==> config.mk <==
export PLATFORM = sky130hd
export DESIGN_NAME = i2c_7seg_scan
export DESIGN_NICKNAME = d
export VERILOG_FILES = /design/src/rtl/i2c_7seg_scan_pkg.sv /design/src/rtl/i2c_7seg_tick.sv /design/src/rtl/i2c_7seg_scan.sv
export SDC_FILE = /design/constraint.sdc
export NUM_CORES = 1
export LEC_CHECK = 0
export ABC_AREA = 1
export CAP_MARGIN = 20
export CORE_ASPECT_RATIO = 0.5
export CORE_MARGIN = 5
export CORE_UTILIZATION = 30
export DETAILED_ROUTE_END_ITERATION = 6
export HOLD_SLACK_MARGIN = 0.12
export PLACE_DENSITY = 0.52
export SYNTH_ARGS = -nofsm -noshare
export SYNTH_HDL_FRONTEND = slang
export SYNTH_SLANG_ARGS = --single-unit
export TNS_END_PERCENT = 10
==> constraint.sdc <==
create_clock -name clk -period 2.65 [get_ports clk]
set_input_delay 0.53 -clock clk [delete_from_list [all_inputs] [get_ports clk]]
set_output_delay 0.53 -clock clk [all_outputs]
set_load 0.01 [all_outputs]
==> src/rtl/i2c_7seg_scan_pkg.sv <==
// i2c_7seg_pkg: shared constants and enable-polarity helper for the 7-seg scanner.
// Revision: 1.0
`default_nettype none

package i2c_7seg_pkg;

  localparam int NIBBLE_W   = 4;
  localparam int MAX_DIGITS = 8;

  typedef logic [NIBBLE_W-1:0] nibble_t;

  // Converts an active-high enable vector into the level driven on the pins.
  function automatic logic [MAX_DIGITS-1:0] en_to_pin(
    input logic [MAX_DIGITS-1:0] active,
    input logic                  active_low
  );
    return active_low ? ~active : active;
  endfunction

endpackage

`default_nettype wire

==> src/rtl/i2c_7seg_tick.sv <==
// i2c_7seg_tick: free-running prescaler, counts 0..CLK_DIV-1 and flags the last count.
// Revision: 1.0
`default_nettype none

module i2c_7seg_tick #(
  parameter int CLK_DIV = 50000,
  parameter int CNT_W   = (CLK_DIV > 1) ? $clog2(CLK_DIV) : 1
) (
  input  logic             clk,
  input  logic             rst,
  output logic [CNT_W-1:0] cnt_o,
  output logic             tick_o
);

  logic [CNT_W-1:0] cnt_q;
  logic [CNT_W-1:0] cnt_d;

  assign tick_o = (cnt_q == CNT_W'(CLK_DIV - 1));
  assign cnt_d  = tick_o ? '0 : cnt_q + CNT_W'(1);
  assign cnt_o  = cnt_q;

  always_ff @(posedge clk or posedge rst) begin
    if (rst) begin
      cnt_q <= '0;
    end else begin
      cnt_q <= cnt_d;
    end
  end

endmodule

`default_nettype wire

==> src/rtl/i2c_7seg_scan.sv <==
// i2c_7seg_scan: double-buffered multiplexed hex display scanner with dead time
// and optional leading-zero blanking. Revision: 1.0
`default_nettype none

module i2c_7seg_scan
  import i2c_7seg_pkg::*;
#(
  parameter int DIGITS        = 4,
  parameter int CLK_DIV       = 50000,
  parameter int BLANK         = 16,
  parameter int EN_ACTIVE_LOW = 1
) (
  input  logic                       clk,
  input  logic                       rst,
  input  logic [NIBBLE_W*DIGITS-1:0] data_in,
  input  logic                       data_valid,
  input  logic                       blank_lz,
  output logic [NIBBLE_W-1:0]        nibble,
  output logic [DIGITS-1:0]          digit_en,
  output logic                       frame_done
);

  localparam int IDX_W = $clog2(DIGITS);
  localparam int CNT_W = (CLK_DIV > 1) ? $clog2(CLK_DIV) : 1;
  localparam int DW    = NIBBLE_W * DIGITS;
  localparam logic [IDX_W-1:0]  LAST_IDX = IDX_W'(DIGITS - 1);
  localparam logic [DIGITS-1:0] EN_OFF   =
    DIGITS'(en_to_pin('0, (EN_ACTIVE_LOW != 0)));

  logic [CNT_W-1:0]    cnt;
  logic [CNT_W-1:0]    cnt_next;
  logic                tick;
  logic                boundary;

  logic [IDX_W-1:0]    idx_q, idx_d;
  logic [DW-1:0]       shadow_q, shadow_d;
  logic [DW-1:0]       disp_q, disp_d;
  logic                pending_q, pending_d;
  nibble_t             nibble_q, nibble_d;
  logic [DIGITS-1:0]   digit_en_q, digit_en_d;
  logic                frame_done_q;

  logic [DIGITS-1:0]   lz_blank;
  logic [DIGITS-1:0]   act;
  logic                upper_zero;

  i2c_7seg_tick #(
    .CLK_DIV (CLK_DIV),
    .CNT_W   (CNT_W)
  ) u_tick (
    .clk    (clk),
    .rst    (rst),
    .cnt_o  (cnt),
    .tick_o (tick)
  );

  // Outputs are registered from next-state values so they move with cnt/idx.
  assign cnt_next = tick ? '0 : cnt + CNT_W'(1);
  assign boundary = tick && (idx_q == LAST_IDX);

  always_comb begin
    idx_d     = idx_q;
    shadow_d  = shadow_q;
    disp_d    = disp_q;
    pending_d = pending_q;

    if (tick) begin
      idx_d = (idx_q == LAST_IDX) ? '0 : idx_q + IDX_W'(1);
    end

    if (data_valid) begin
      shadow_d = data_in;
    end

    if (boundary) begin
      // A strobe on the boundary tick bypasses the shadow entirely.
      if (data_valid) begin
        disp_d    = data_in;
        pending_d = 1'b0;
      end else if (pending_q) begin
        disp_d    = shadow_q;
        pending_d = 1'b0;
      end
    end else if (data_valid) begin
      pending_d = 1'b1;
    end
  end

  always_comb begin
    lz_blank   = '0;
    act        = '0;
    nibble_d   = '0;
    upper_zero = 1'b1;

    for (int i = DIGITS - 1; i >= 0; i--) begin
      upper_zero  = upper_zero && (disp_d[NIBBLE_W*i +: NIBBLE_W] == '0);
      lz_blank[i] = blank_lz && (i > 0) && upper_zero;
    end

    for (int i = 0; i < DIGITS; i++) begin
      if (idx_d == IDX_W'(i)) begin
        nibble_d = disp_d[NIBBLE_W*i +: NIBBLE_W];
        act[i]   = (cnt_next >= CNT_W'(BLANK)) && !lz_blank[i];
      end
    end

    digit_en_d = DIGITS'(en_to_pin(MAX_DIGITS'(act), (EN_ACTIVE_LOW != 0)));
  end

  always_ff @(posedge clk or posedge rst) begin
    if (rst) begin
      idx_q        <= '0;
      shadow_q     <= '0;
      disp_q       <= '0;
      pending_q    <= 1'b0;
      nibble_q     <= '0;
      digit_en_q   <= EN_OFF;
      frame_done_q <= 1'b0;
    end else begin
      idx_q        <= idx_d;
      shadow_q     <= shadow_d;
      disp_q       <= disp_d;
      pending_q    <= pending_d;
      nibble_q     <= nibble_d;
      digit_en_q   <= digit_en_d;
      frame_done_q <= boundary;
    end
  end

  assign nibble     = nibble_q;
  assign digit_en   = digit_en_q;
  assign frame_done = frame_done_q;

endmodule

`default_nettype wire
==> metrics.txt <==
largest net degree at the start of global routing 61; Critical Path Fanout Max 14; Worst Skew 0.00559 ns; Arrival @ worst endpoint 2.38 ns; Final setup viols 0; Least-Margin Pin Slew 0.519 ns; FF-to-FF Start pending_q$_DFFE_PP0P_; Port-buffer cells 28; std cell rows 26; worst vdd ir 0.292 mV; Clock Sinks 60; final core occ 38.3%; H-tree levels 3; Bufs and invs on worst path 1; vias 2725; core footprint 10300 µm²; most used cell, CP nand2_1; Synth area leader dfrtp_1; CTS Buf Count 9; net count reported at finish 493; DR vias/cell 4.42; CTS Root Cell clkbuf_16; Fmax achieved 0.474 GHz; RSZ-0062 raised after global routing no; Mapped Cells 437; vias in the first global route 2692; Ports 29; Synth Cell Area 3180 µm²; Clock Path Buffers 2; status finished clean; most frequent cells in the layout nand2_1, inv_1, dfrtp_1; routability congestion estimate 0.843; Synthesized Nets 459; Setup Fix Bufs, Post-CTS 0; most common cell after layout, fill and taps aside nand2_1; slowest cell delay on critical path 0.65 ns; Reg2Reg Depth 10; post-route antenna net violation count 0; ANT cells 0; Max Slew Vio Count 0; end of the critical path digit_en[1]$_DFF_PP1_; Setup crit end kind flip-flop; final wirelength 7.80 mm; Clock transition at path regs 0.05 ns; Remaining Overflow, GRT 0; Synth cell types 26; Leakage 2.04 nW; setup total negative slack 0 ns; Final period util 79.6%; DP HPWL 5.80 mm; Crit. path cell count 10; synthesis-stage register bit count 60; layout cells sized above 1 10.9%; Crit. Startpoint pending_q$_DFFE_PP0P_; HP Start shadow_q[13]$_DFFE_PP0P_; Final Cell Area 3930 µm²; worst-skew pair later-pin latency 0.33 ns; CP max stage cell dfrtp_1; first-pass GRT wire length 13.3 mm; minimum clock period 2.11 ns; Total Routing Usage GR 13.6%; antenna violations before repair 0; number of max-cap violations 0; worst-path cell chain inv_1 > nand2_1 > o21ai_0 > a21boi_0 > nand2_1 > o21ai_0 > nand2_1 > nor2_1 > nand3_1 > nand2_1; PwrDens 572 nW/µm²; register area share after synthesis 47.4%; die area 12900 µm²; worst setup path class reg -> reg; CTS tree done; top cell type's share of synthesized area 44.1%; non-filler cells, final 616; final hold violations 0; Placed Cells 600; Post-Place Cell Area 3630 µm²; WP data required 2.92 ns; Hold Path Class reg -> reg; startpoint types flip-flop; initial core utilization 30.9%; first-iteration detailed-routing DRC count 177; DRC 0; Reg2Reg Setup Slack 0.54 ns; Syn-to-layout area delta 23.7%; Relative slew margins 65.4%; die width 156 µm; # resized after CTS 0; drt wl/cell 12.7 µm; Hold WS 0.470 ns; Die Y 82.8 µm; Hold-fix buffers, CTS 0; Yosys Warn Count 0; mean area per synthesized cell 7.27 µm²; RR Endpoint digit_en[1]$_DFF_PP1_; CP top delay family flip-flops; Area contributors post-synth dfrtp_1, nand2_1, inv_1; first-pass iteration count of the detailed router 4
-- sequential cells by signal, indices dropped and copies added (netlist names) --
| name | count |
|---|---|
| u_tick.cnt_o | 16 |
| disp_q | 16 |
| nibble | 4 |
| frame_done | 1 |
| shadow_q | 16 |
| idx_q | 2 |
| digit_en | 4 |
| pending_q | 1 |
-- cells in the mapped netlist (all sizes together) --
cell / number
a21boi: 3
a21o: 1
a21oi: 1
buf: 4
clkbuf: 4
dfrtp: 56
dfstp: 4
ha: 2
inv: 68
nand2: 158
nand3: 26
nand4: 11
nor2: 57
o21a: 1
o21ai: 37
o21bai: 3
xor2: 1
-- final cells by class --
class / count / area, µm²
Clock buffer: 12 / 256
Clock inverter: 4 / 47.5
Fill cell: 1092 / 6350
Inverter: 68 / 255
Multi-Input combinational cell: 301 / 1380
Sequential cell: 60 / 1510
Tap cell: 140 / 175
Timing Repair Buffer: 31 / 315
-- worst min path at each step --
stage                                           to  slack [ns]  cells past startpoint
after detailed placement  shadow_q[13]$_DFFE_PP0P_        0.46                      2
final                     shadow_q[13]$_DFFE_PP0P_        0.47                      2
after global routing           disp_q[1]$_DFF_PP0_        0.49                      2
after floorplan           shadow_q[13]$_DFFE_PP0P_        0.44                      2
after CTS                 shadow_q[13]$_DFFE_PP0P_        0.47                      2
after global placement    shadow_q[13]$_DFFE_PP0P_        0.46                      2
-- worst reg2reg max path, stage by stage (launching register included) --
cell and delay (ns):
dfrtp_1 0.65, inv_1 0.37, nand2_1 0.13, o21ai_0 0.07, a21boi_0 0.19, nand2_1 0.07, o21ai_0 0.11, nand2_1 0.07
nor2_1 0.21, nand3_1 0.11, nand2_1 0.07
-- per-layer routing --
metal | share of wire [%] | up-vias | routed length, µm | global-route usage (%)
met4 | 1.3 | 0 | 102 | 4.72
met2 | 44 | 29 | 3450 | 21.9
met1 | 52 | 1266 | 4030 | 17.4
li1 | - | 1420 | - | -
met3 | 2.8 | 10 | 220 | 4.35
met5 | 0 | - | 0 | 0
-- where the power goes --
part	total [mW]	switching (mW)	internal, mW
Clock	1.18	0.402	0.775
Sequential	0.953	0.0102	0.943
Combinational	0.122	0.0671	0.0546
Total	2.25	0.479	1.77
-- cells by family after synthesis --
group,count (synthesis),synth area share (%)
DFF,60,47.4
adders and majority gates,2,0.787
AOI/OAI and AO/OA,46,8.23
and+or+nand+nor,252,34.0
xor gates and xnor gates,1,0.276
buffers and inverters,76,9.29
-- through the flow --
step / setup slack (ns) / power [mW]
2_1_floorplan: 0.642 / 1.03
3_3_place_gp: 0.381 / 1.09
3_5_place_dp: 0.365 / 1.09
4_1_cts: 0.510 / 2.29
5_1_grt: 0.169 / 2.36
6_report: 0.541 / 2.25
(Power assumes the default switching activity.)
==> RTL change, RTL diff (same settings) <==
Reset style: synchronous (`rst`), changed in 2 clocked blocks.
--- a/src/rtl/i2c_7seg_tick.sv
+++ b/src/rtl/i2c_7seg_tick.sv
@@ -19,7 +19,7 @@
   assign cnt_d  = tick_o ? '0 : cnt_q + CNT_W'(1);
   assign cnt_o  = cnt_q;
 
-  always_ff @(posedge clk or posedge rst) begin
+  always_ff @(posedge clk) begin
     if (rst) begin
       cnt_q <= '0;
     end else begin
--- a/src/rtl/i2c_7seg_scan.sv
+++ b/src/rtl/i2c_7seg_scan.sv
@@ -107,7 +107,7 @@
     digit_en_d = DIGITS'(en_to_pin(MAX_DIGITS'(act), (EN_ACTIVE_LOW != 0)));
   end
 
-  always_ff @(posedge clk or posedge rst) begin
+  always_ff @(posedge clk) begin
     if (rst) begin
       idx_q        <= '0;
       shadow_q     <= '0;
Behaviour: no difference found for any inputs over 10 cycles, from zero or initial values and one cycle with rst high; that may be too few to reach the edited logic, so the function may still have changed.
==> RTL change against the original RTL <==
- setup slack better by 0.065 ns
- power shrank 0.90%
- sequential cell count stayed put
- critical path type unchanged
- critical path depth is 1 higher
- routed wire length increased by 4.3%
- synthesized area fell by 0.16%
- design area shrank 0.95%
- worst hold slack lost 0.0095 ns
- highest routed layer unchanged
==> RTL change: results (changes against the original RTL) <==
status: "finished, final reports clean"  # unchanged
r2r_slack_ns: 0.61  # was 0.54 ns
crit_start: "u_tick.cnt_o[0]$_SDFF_PP0_"  # was pending_q$_DFFE_PP0P_
timing.rr.start: "u_tick.cnt_o[0]$_SDFF_PP0_"  # was pending_q$_DFFE_PP0P_
yosysSeqAreaShare_pct: 37.9  # was 47.4%
first_global_vias: 2866  # was 2692
synthArstFlopShare_pct: 0  # was 100%
worstHoldStart: "shadow_q[12]$_SDFFE_PP0P_"  # was shadow_q[13]$_DFFE_PP0P_
dp_cells: 654  # was 600
synth_cell_types: 33  # was 26
worstReg2RegEnd: "digit_en[1]$_SDFF_PP1_"  # was digit_en[1]$_DFF_PP1_
ctsResizeCount: 0  # unchanged
stdcell_count: 670  # was 616
post-cts-setup-buffer-count: 0  # unchanged
whs_endpoint: "shadow_q[12]$_SDFFE_PP0P_"  # was shadow_q[13]$_DFFE_PP0P_
reg2reg_depth: 11  # was 10
fill_cells: 1113  # was 1092
clockBufferDepth: 2  # unchanged
crit_path_max_fanout: 15  # was 14
nNetsFinal: 547  # was 493
antenna_found_initial: 0  # unchanged
dpl.hpwl_um: 5920  # was 5800 um
vdd_drop_max_mv: 0.265  # was 0.292 mV
portBuffers: 28  # unchanged
hp-class: "flip-flop to flip-flop"  # unchanged
h-tree-depth: 3  # unchanged
setup_viol: 0  # unchanged
root_buffer: "clkbuf_16"  # unchanged
clock_latency_ns: 0.34
power_leakage_nw: 1.75  # was 2.04 nW
drtIter0Drc: 164  # was 177
layout-drive-gt1-share_pct: 12.3  # was 10.9%
max_slew_margin_pct: 69.3  # was 65.4%
syn_nets: 517  # was 459
clk_pin_slew_ns: 0.06
vias_per_cell: 4.39  # was 4.42
syn_inst: 495  # was 437
yosys_warnings: 0  # unchanged
place_congestion: 0.790  # was 0.843
wl_um: 8140  # was 7800 um
clock_skew_ns: 0.00781  # was 0.00559 ns
arrival_ns: 2.33  # was 2.38 ns
grt_pass1_wl_um: 13900  # was 13300 um
netlist_top_cells_count: "nand2_1, nor2_1, dfxtp_1"  # was nand2_1, inv_1, dfrtp_1
hold-path-cell-count: 2  # unchanged
grt_use_total_pct: 14.0  # was 13.6%
diodes: 0  # unchanged
grt_start_max_net_pins: 24  # was 61
synthTopCellsByArea: "dfxtp_1, nand2_1, nor2_1, inv_1, nand3_1"  # was dfrtp_1, nand2_1, inv_1, nor2_1, o21ai_0
place_area_um2: 3590  # was 3630 um2
## RTL change: cell types whose count changed in the layout (fill, tap and decap cells not counted), moves of 3 or more
cell / change
dfrtp_1: -56
buf_4: +4
dfstp_2: -4
nor2_1: +27
nand4_1: -9
nor3_1: +3
or2_2: +3
nand3_1: +5
inv_1: -9
dfxtp_1: +60
o21ai_0: -10
o21bai_1: -3
a21oi_1: +17
nand2_1: +11
## RTL change: stage by stage
stage	hold slack, ns	utilization, %	setup WS (ns)	total power [mW]
3_5_place_dp	0.455	35.0	0.388	1.08
2_1_floorplan	0.430	-	1.04	1.02
3_3_place_gp	0.449	35.0	0.397	1.08
5_1_grt	0.477	37.9	0.351	2.33
4_1_cts	0.464	37.9	0.579	2.27
6_report	0.460	37.9	0.606	2.23
## RTL change: how the worst max path moves through the flow
stage,end,depth (start not counted)
final,digit_en[1]$_SDFF_PP1_,11
after CTS,digit_en[1]$_SDFF_PP1_,11
after global placement,digit_en[1]$_SDFF_PP1_,10
after floorplan,digit_en[1]$_SDFF_PP1_,10
after detailed placement,digit_en[1]$_SDFF_PP1_,10
after global routing,digit_en[1]$_SDFF_PP1_,11
## RTL change: kinds of logic after synthesis
kind of cell	count (synthesis)	share of synthesized area (%)
buffers and inverters	76	9.54
AOI/OAI and AO/OA	54	9.86
and+or+nand+nor	300	41.1
DFF	60	37.9
adders and majority gates	2	0.789
xor gates and xnor gates	3	0.828
## RTL change: cell type report
type	instances	area share, %
multi-input combinational	359	42.9
sequential	60	30.8
timing repair buffer	34	8.22
inverter	61	5.88
clock buffer	9	5.78
tap	140	4.50
clock inverter	7	1.93
## RTL change: critical path, cell delays in order, from the launching register on
cell and delay (ns):
dfxtp_1 0.39, ha_1 0.23, nand3_2 0.15, nor2_4 0.19, nand3_4 0.21, clkinv_1 0.16, nand2_1 0.06, o21ai_1 0.18
nand2_1 0.09, nor2_1 0.18, nand3_1 0.10, nand2_1 0.07
## RTL change: power by group
| group | leakage (nW) | switching, mW | internal (mW) |
|---|---|---|---|
| combinational | 1.13 | 0.0715 | 0.0526 |
| clock | 0.138 | 0.444 | 0.729 |
| sequential | 0.487 | 0.0121 | 0.921 |
| total | 1.75 | 0.528 | 1.70 |
## RTL change: metal layers
metal / vias to the layer above / wire, um / GRT usage, %
met3: 13 / 389 / 4.53
met4: 0 / 151 / 5.50
met5: - / 0 / 0
li1: 1588 / - / -
met1: 1299 / 4220 / 18.3
met2: 43 / 3370 / 21.8
